**config.mk**
```make
export PLATFORM = sky130hd
export DESIGN_NAME = ram_bank_arbiter
export DESIGN_NICKNAME = d
export VERILOG_FILES = /design/src/rtl/ram_bank_arbiter.sv
export SDC_FILE = /design/constraint.sdc
export NUM_CORES = 1
export LEC_CHECK = 0
export BUFFER_PORTS_ARGS = -buffer_cell sky130_fd_sc_hd__buf_2
export CAP_MARGIN = 20
export CORE_AREA = 2 2 251 253
export DETAILED_ROUTE_END_ITERATION = 7
export DIE_AREA = 0 0 253 255
export HOLD_SLACK_MARGIN = 0.06
export SYNTH_ARGS = -nofsm -noshare
export SYNTH_HDL_FRONTEND = slang
export SYNTH_SLANG_ARGS = --single-unit
```
**constraint.sdc**
```tcl
create_clock -name clk -period 2 [get_ports clk]
set_clock_uncertainty 0.15 [all_clocks]
set_input_delay 0.1 -clock clk [delete_from_list [all_inputs] [get_ports clk]]
set_output_delay 0.1 -clock clk [all_outputs]
set_load 0.05 [all_outputs]
```
**src/rtl/ram_bank_arbiter.sv**
```systemverilog
// ram_bank_arbiter: shares one dual-port RAM bank between Control and a host channel.
// Control owns both ports. The host borrows whichever port Control leaves idle.
// A wait counter forces a single-cycle Control stall so the host is never starved.
// RAM read data arrives one cycle after the address is presented.
module ram_bank_arbiter #(
    parameter int unsigned ADDR_WIDTH    = 12,
    parameter int unsigned DATA_WIDTH    = 64,
    parameter int unsigned HOST_MAX_WAIT = 15
) (
    input  logic                  clk,
    input  logic                  rstn,
    // Control datapath
    input  logic                  c_en_a,
    input  logic                  c_we_a,
    input  logic [ADDR_WIDTH-1:0] c_addr_a,
    input  logic                  c_en_b,
    input  logic                  c_we_b,
    input  logic [ADDR_WIDTH-1:0] c_addr_b,
    input  logic [DATA_WIDTH-1:0] c_wdata,
    output logic                  c_stall,
    output logic [DATA_WIDTH-1:0] c_rdata_a,
    output logic [DATA_WIDTH-1:0] c_rdata_b,
    // Host load/unload channel
    input  logic                  h_req,
    input  logic                  h_we,
    input  logic [ADDR_WIDTH-1:0] h_addr,
    input  logic [DATA_WIDTH-1:0] h_wdata,
    output logic                  h_gnt,
    output logic                  h_rvalid,
    output logic [DATA_WIDTH-1:0] h_rdata,
    // RAM side
    output logic                  ram_we_a,
    output logic                  ram_we_b,
    output logic [ADDR_WIDTH-1:0] ram_addr_a,
    output logic [ADDR_WIDTH-1:0] ram_addr_b,
    output logic [DATA_WIDTH-1:0] ram_din_a,
    output logic [DATA_WIDTH-1:0] ram_din_b,
    input  logic [DATA_WIDTH-1:0] ram_dout_a,
    input  logic [DATA_WIDTH-1:0] ram_dout_b
);

    localparam int unsigned    CntW    = $clog2(HOST_MAX_WAIT + 1);
    localparam logic [CntW-1:0] MaxWait = CntW'(HOST_MAX_WAIT);

    logic [CntW-1:0]       wait_cnt_q, wait_cnt_d;
    logic                  rd_port_q, rd_port_d;    // 0: port A, 1: port B
    logic                  h_rvalid_q, h_rvalid_d;
    logic [DATA_WIDTH-1:0] h_rdata_q, h_rdata_d;

    logic                  hazard_a;
    logic                  hazard_b;
    logic                  forced;
    logic                  host_on_a;
    logic                  host_on_b;
    logic [DATA_WIDTH-1:0] rd_sel;

    // Arbitration: decide whether the host gets a port this cycle and which one.
    always_comb begin
        // A write on either side to a shared address would make ordering ambiguous.
        hazard_a  = c_en_a && (c_addr_a == h_addr) && (h_we || c_we_a);
        hazard_b  = c_en_b && (c_addr_b == h_addr) && (h_we || c_we_b);
        forced    = rstn && h_req && (wait_cnt_q == MaxWait);
        host_on_a = 1'b0;
        host_on_b = 1'b0;
        if (forced) begin
            // Control is suppressed entirely, so no hazard can exist.
            host_on_b = 1'b1;
        end else if (rstn && h_req && !hazard_a && !hazard_b) begin
            if (!c_en_b) begin
                host_on_b = 1'b1;
            end else if (!c_en_a) begin
                host_on_a = 1'b1;
            end
        end
        h_gnt   = host_on_a || host_on_b;
        c_stall = forced;
    end

    // RAM port steering: Control passes through unless the host owns the port.
    always_comb begin
        ram_we_a   = rstn && c_en_a && c_we_a && !forced;
        ram_addr_a = c_addr_a;
        ram_din_a  = c_wdata;
        ram_we_b   = rstn && c_en_b && c_we_b && !forced;
        ram_addr_b = c_addr_b;
        ram_din_b  = c_wdata;
        if (host_on_a) begin
            ram_we_a   = h_we;
            ram_addr_a = h_addr;
            ram_din_a  = h_wdata;
        end
        if (host_on_b) begin
            ram_we_b   = h_we;
            ram_addr_b = h_addr;
            ram_din_b  = h_wdata;
        end
    end

    assign c_rdata_a = ram_dout_a;
    assign c_rdata_b = ram_dout_b;

    // Starvation counter and read-return bookkeeping.
    always_comb begin
        wait_cnt_d = wait_cnt_q;
        if (!h_req || h_gnt) begin
            wait_cnt_d = '0;
        end else if (wait_cnt_q != MaxWait) begin
            wait_cnt_d = wait_cnt_q + CntW'(1);
        end

        rd_port_d = rd_port_q;
        if (h_gnt && !h_we) begin
            rd_port_d = host_on_b;
        end
        h_rvalid_d = h_gnt && !h_we;

        // Read data is live from the RAM in the valid cycle, then held.
        rd_sel    = rd_port_q ? ram_dout_b : ram_dout_a;
        h_rdata_d = h_rvalid_q ? rd_sel : h_rdata_q;
    end

    assign h_rvalid = h_rvalid_q;
    assign h_rdata  = h_rdata_d;

    // State registers.
    always_ff @(posedge clk or negedge rstn) begin
        if (!rstn) begin
            wait_cnt_q <= '0;
            rd_port_q  <= 1'b0;
            h_rvalid_q <= 1'b0;
            h_rdata_q  <= '0;
        end else begin
            wait_cnt_q <= wait_cnt_d;
            rd_port_q  <= rd_port_d;
            h_rvalid_q <= h_rvalid_d;
            h_rdata_q  <= h_rdata_d;
        end
    end

endmodule

```
## After elaboration in Yosys (flattened, before gate mapping)

Index checks and enable logic that the tools add are counted.

- Reductions and logical operators: 25
- Eq/ne operators: 4
- Mux-type cells: 17
- Add/sub/neg operators: 1

Operators by type and width:

| operator | count |
|---|---|
| $mux 64 | 4 |
| $eq 12x12->1 | 2 |
| $mux 12 | 2 |
| $logic_and 1x1->1 | 15 |
| $mux 1 | 9 |
| $mux 4 | 2 |
| $logic_not 1->1 | 5 |
| $add 4x1->4 const B | 1 |
| $eq 4x4->1 const B | 1 |
| $logic_or 1x1->1 | 4 |
| $ne 4x4->1 const B | 1 |
| $reduce_bool 2->1 | 1 |

- Input port bits: 300
- Logic and storage cells: 51
- Register bits after elaboration: 70

## Depth between registers and ports, before layout

- Depth in word-level cells: 11
- Gate-level depth with buffers: 8
- Depth with buffers taken out: 6

## Least setup slack after synthesis

No wires, ideal clock.

- Kind: register -> output
- Start point: reg wait_cnt_q[0]
- End point: out ram_we_b
- Arrival time: 2.820 ns
- Path slack: -1.070 ns
- Data required time: 1.750 ns
- Cell stages (with the launch flop): 7
- Cell sequence: dfrtp_1 > ha_1 > nand3_1 > nor2_1 > clkbuf_1 > a31oi_1 > o21ai_0

- Word-level cells in the longest chain between the ends: 5

RTL lines:

| what | RTL line | RTL |
|---|---|---|
| from (decl) | 45 | `logic [CntW-1:0] wait_cnt_q, wait_cnt_d;` |
| from (signal assigned) | 133 | `wait_cnt_q <= wait_cnt_d;` |
| $eq 4x4->1 * | 62 | `forced = rstn && h_req && (wait_cnt_q == MaxWait);` |
| $logic_and 1x1->1 * | 62 |  |
| named net c_stall | 20 | `output logic c_stall,` |
| $logic_not 1->1 | 84 | `ram_we_b = rstn && c_en_b && c_we_b && !forced;` |
| $logic_and 1x1->1 | 84 |  |
| $mux 1 * | 92 | `if (host_on_b) begin` |
| to (decl) | 33 | `output logic ram_we_b,` |

The timed path passes the listed nets; every way through them passes the cells marked *.

## Worst setup path in the final report

- Start point: reg wait_cnt_q[1]
- End point: out ram_din_a[3]

- Word-level cells in the longest chain between the ends: 4

RTL lines:

| what | RTL line | RTL |
|---|---|---|
| $eq 4x4->1 | 62 |  |
| $logic_and 1x1->1 | 62 |  |
| $mux 1 | 65 | `if (forced) begin` |
| $mux 64 | 87 | `if (host_on_a) begin` |
| to (decl) | 36 | `output logic [DATA_WIDTH-1:0] ram_din_a,` |

No other way between the ends.

==> metrics <==
Finished Cell Area=roughly 17000 um2; failing checks=negative setup slack; remaining global-route overflow=0; nets@finish=around 2000; Worst-Skew Late Latency=about 350 ps; main area contributors after synthesis=dfrtp_1 23%, buf_4 13%, mux2_1 11%; GP Congestion=0.852; Core Area=a little over 60000 um2; Syn Nets=around 1200; Post-synth top cells=130 x buf_4, 82 x nand4_1, 81 x nand2_1, 81 x o211ai_1; total number of vias=between 10000 and 15000; # IOs=649; Max FO, Critical Path=18; register area share after synthesis=0.230; worst hold slack=between 80 and 90 ps; Worst-Margin Slew=slightly below 600 ps; Antenna Violating Nets Remaining=0; clock sinks=70; ratio of final minimum period to clock period=1.34; layout cells sized above 1=0.683; Setup WS post-layout=-673 ps; Worst R2R Start=rd_port_q$_DFFE_PN0P_; # setup viols final=~240; max-slew violations=0; CP required=between 1500 and 2000 ps; GRT Total Usage=0.144; static leakage=7.97 nW; crit path kind=flop to output pin; total power divided by cell area=between 500 and 600 nW/um2; top cell type by total area after synthesis=dfrtp_1; Syn. warnings=0; Hold Path Sink=h_rdata_q[59]$_DFF_PN0_; average wire per standard cell=20.6 um; Hold WC Path Type=primary input to flop; RSZ-0062 raised after global routing=yes; DRT Pass-1 Iters=4; Post-Synthesis Cell Area=about 7600 um2; mean area per synthesized cell=slightly above 8 um2; CTS tree=yes; Post-synth EDFFs=0; reg2reg path depth=6; htree depth=3; Period minus WS final=about 2700 ps; Cell variety after synth=37; # DRC=0; critical path endpoint category=output pin; initial DRC count=577; hold path start=ram_dout_b[59]; CTS max path bufs=2; status=finished with violations; Layout area overhead=127%; die area=approximately 65000 um2; Post-Syn Instances=938; Die Y=approximately 260 um; async set-reset flop share out of synthesis=1.00; final WL=52100 um; final-report hold violation count=0; die width=253 um; DP HPWL=roughly 37000 um; r2r endpoint=h_rdata_q[19]$_DFF_PN0_; FMAX=0.374 GHz; Starting Density=0.122; Num CTS Buffers=9; flop-to-flop setup slack=-110 ps; Core Rows=92; vias in the first global route=~11000; Yosys reg bits=70; pin count of the biggest net entering global routing=45; Synth Flop Type=dfrtp_1; critical path arrival=approximately 2400 ps; placed inst area=12800 um2; number of port buffers=648; Clock Pin Slew Worst Setup and Hold Paths=approximately 60 ps; cell with the most instances after synthesis=buf_4; share of the synthesized area in the top cell type=0.230; max_slew headroom=0.608; first-pass GRT wire length=about 70000 um; DR vias/cell=around 4.3; worst vdd ir=~0.33 mV; CP startpoint kind=flop; CTS root buffer=clkbuf_16; hold depth=3; max cap viols=0; antenna violations before repair=18
final cells by class:
cell class	count	area, um2
diodes	7	17.5
flip-flops and latches	70	1760
multi-input cells	649	6120
fillers	6408	44900
repair buffers	983	8040
inverters	2	7.51
clock inverters	7	103
well taps	799	1000
clock buffers	9	225
placed cells by master, fill, tap and decap left out, drive strengths merged, types with 3 or more instances in the layout:
master	n
xnor2	25
o211ai	81
mux2i	64
buf	859
clkbuf	15
o21ai	4
inv	5
nand3	4
a22oi	76
dlygate4sd3	114
nand2	81
a21oi	66
and3	3
dfrtp	70
mux2	76
nand4	82
nor2	68
diode	7
kinds of logic (layout without fill, tap and decap cells):
family                   Yosys count  after routing  share of synthesized area
XOR/XNOR                          25             25                     0.0288
AO/OA/AOI/OAI                    236            236                      0.210
adder cells (fa/ha/maj)            1              1                    0.00165
multiplexers                     140            140                      0.197
buffers and inverters            219           1001                      0.177
flip-flops                        70             70                      0.230
other                              0              7                          0
AND/OR/NAND/NOR                  247            247                      0.155
how the worst max path moves through the flow:
stage | startpoint | end | depth (start not counted)
after floorplan | h_rvalid$_DFF_PN0_ | h_rdata_q[3]$_DFF_PN0_ | 3
after global placement | h_addr[0] | ram_din_a[29] | 8
after detailed placement | h_addr[0] | ram_din_a[16] | 8
after CTS | wait_cnt_q[1]$_DFFE_PN0P_ | ram_addr_a[4] | 8
after global routing | wait_cnt_q[0]$_DFFE_PN0P_ | ram_din_a[38] | 8
final | wait_cnt_q[1]$_DFFE_PN0P_ | ram_din_a[3] | 8
per-stage QoR:
stage	worst slack (ps)	cells	power [mW]	utilization	setup TNS [ps]
6_report	-673	2526	9.85	0.278	-93310
5_1_grt	-769	2525	10.3	0.278	-115160
4_1_cts	-719	2496	9.70	0.265	-93290
3_5_place_dp	-584	2327	6.70	0.207	-76610
3_3_place_gp	-537	2327	6.68	0.207	-71680
2_1_floorplan	-270	938	5.39	-	-25440
per-layer routing:
layer,vias up,track usage,part of all wire
met5,-,0,0.00052
met4,4,0.0713,0.056
met3,136,0.0276,0.061
met2,629,0.267,0.51
met1,5163,0.157,0.37
li1,4958,-,-
critical path: stages, from the launching register on:
cell     delay (ps)
dfrtp_1         410
ha_4            170
and3_4          190
nor4b_4         330
nand3_4         110
buf_12          190
buf_16          180
mux2_4          310
buf_6           150
repair_timing:
item	in CTS	in global routing
pin swaps	98	57
gates cloned	10	4
resized for setup	450	134
hold buffers	117	0
setup endpoints to repair	222	233
endpoints found under the hold margin	90	0
setup buffers	28	21
flip-flops by register name, indices dropped and copies added, names as in the netlist:
signal,count
rd_port_q,1
wait_cnt_q,4
h_rdata_q,64
h_rvalid,1
where the power goes:
part           total (mW)  internal, mW  switching, mW
combinational        6.31          2.42           3.89
clock                1.79          1.11          0.687
sequential           1.75          1.68         0.0757
No activity file was read; power rests on OpenSTA's default activity.
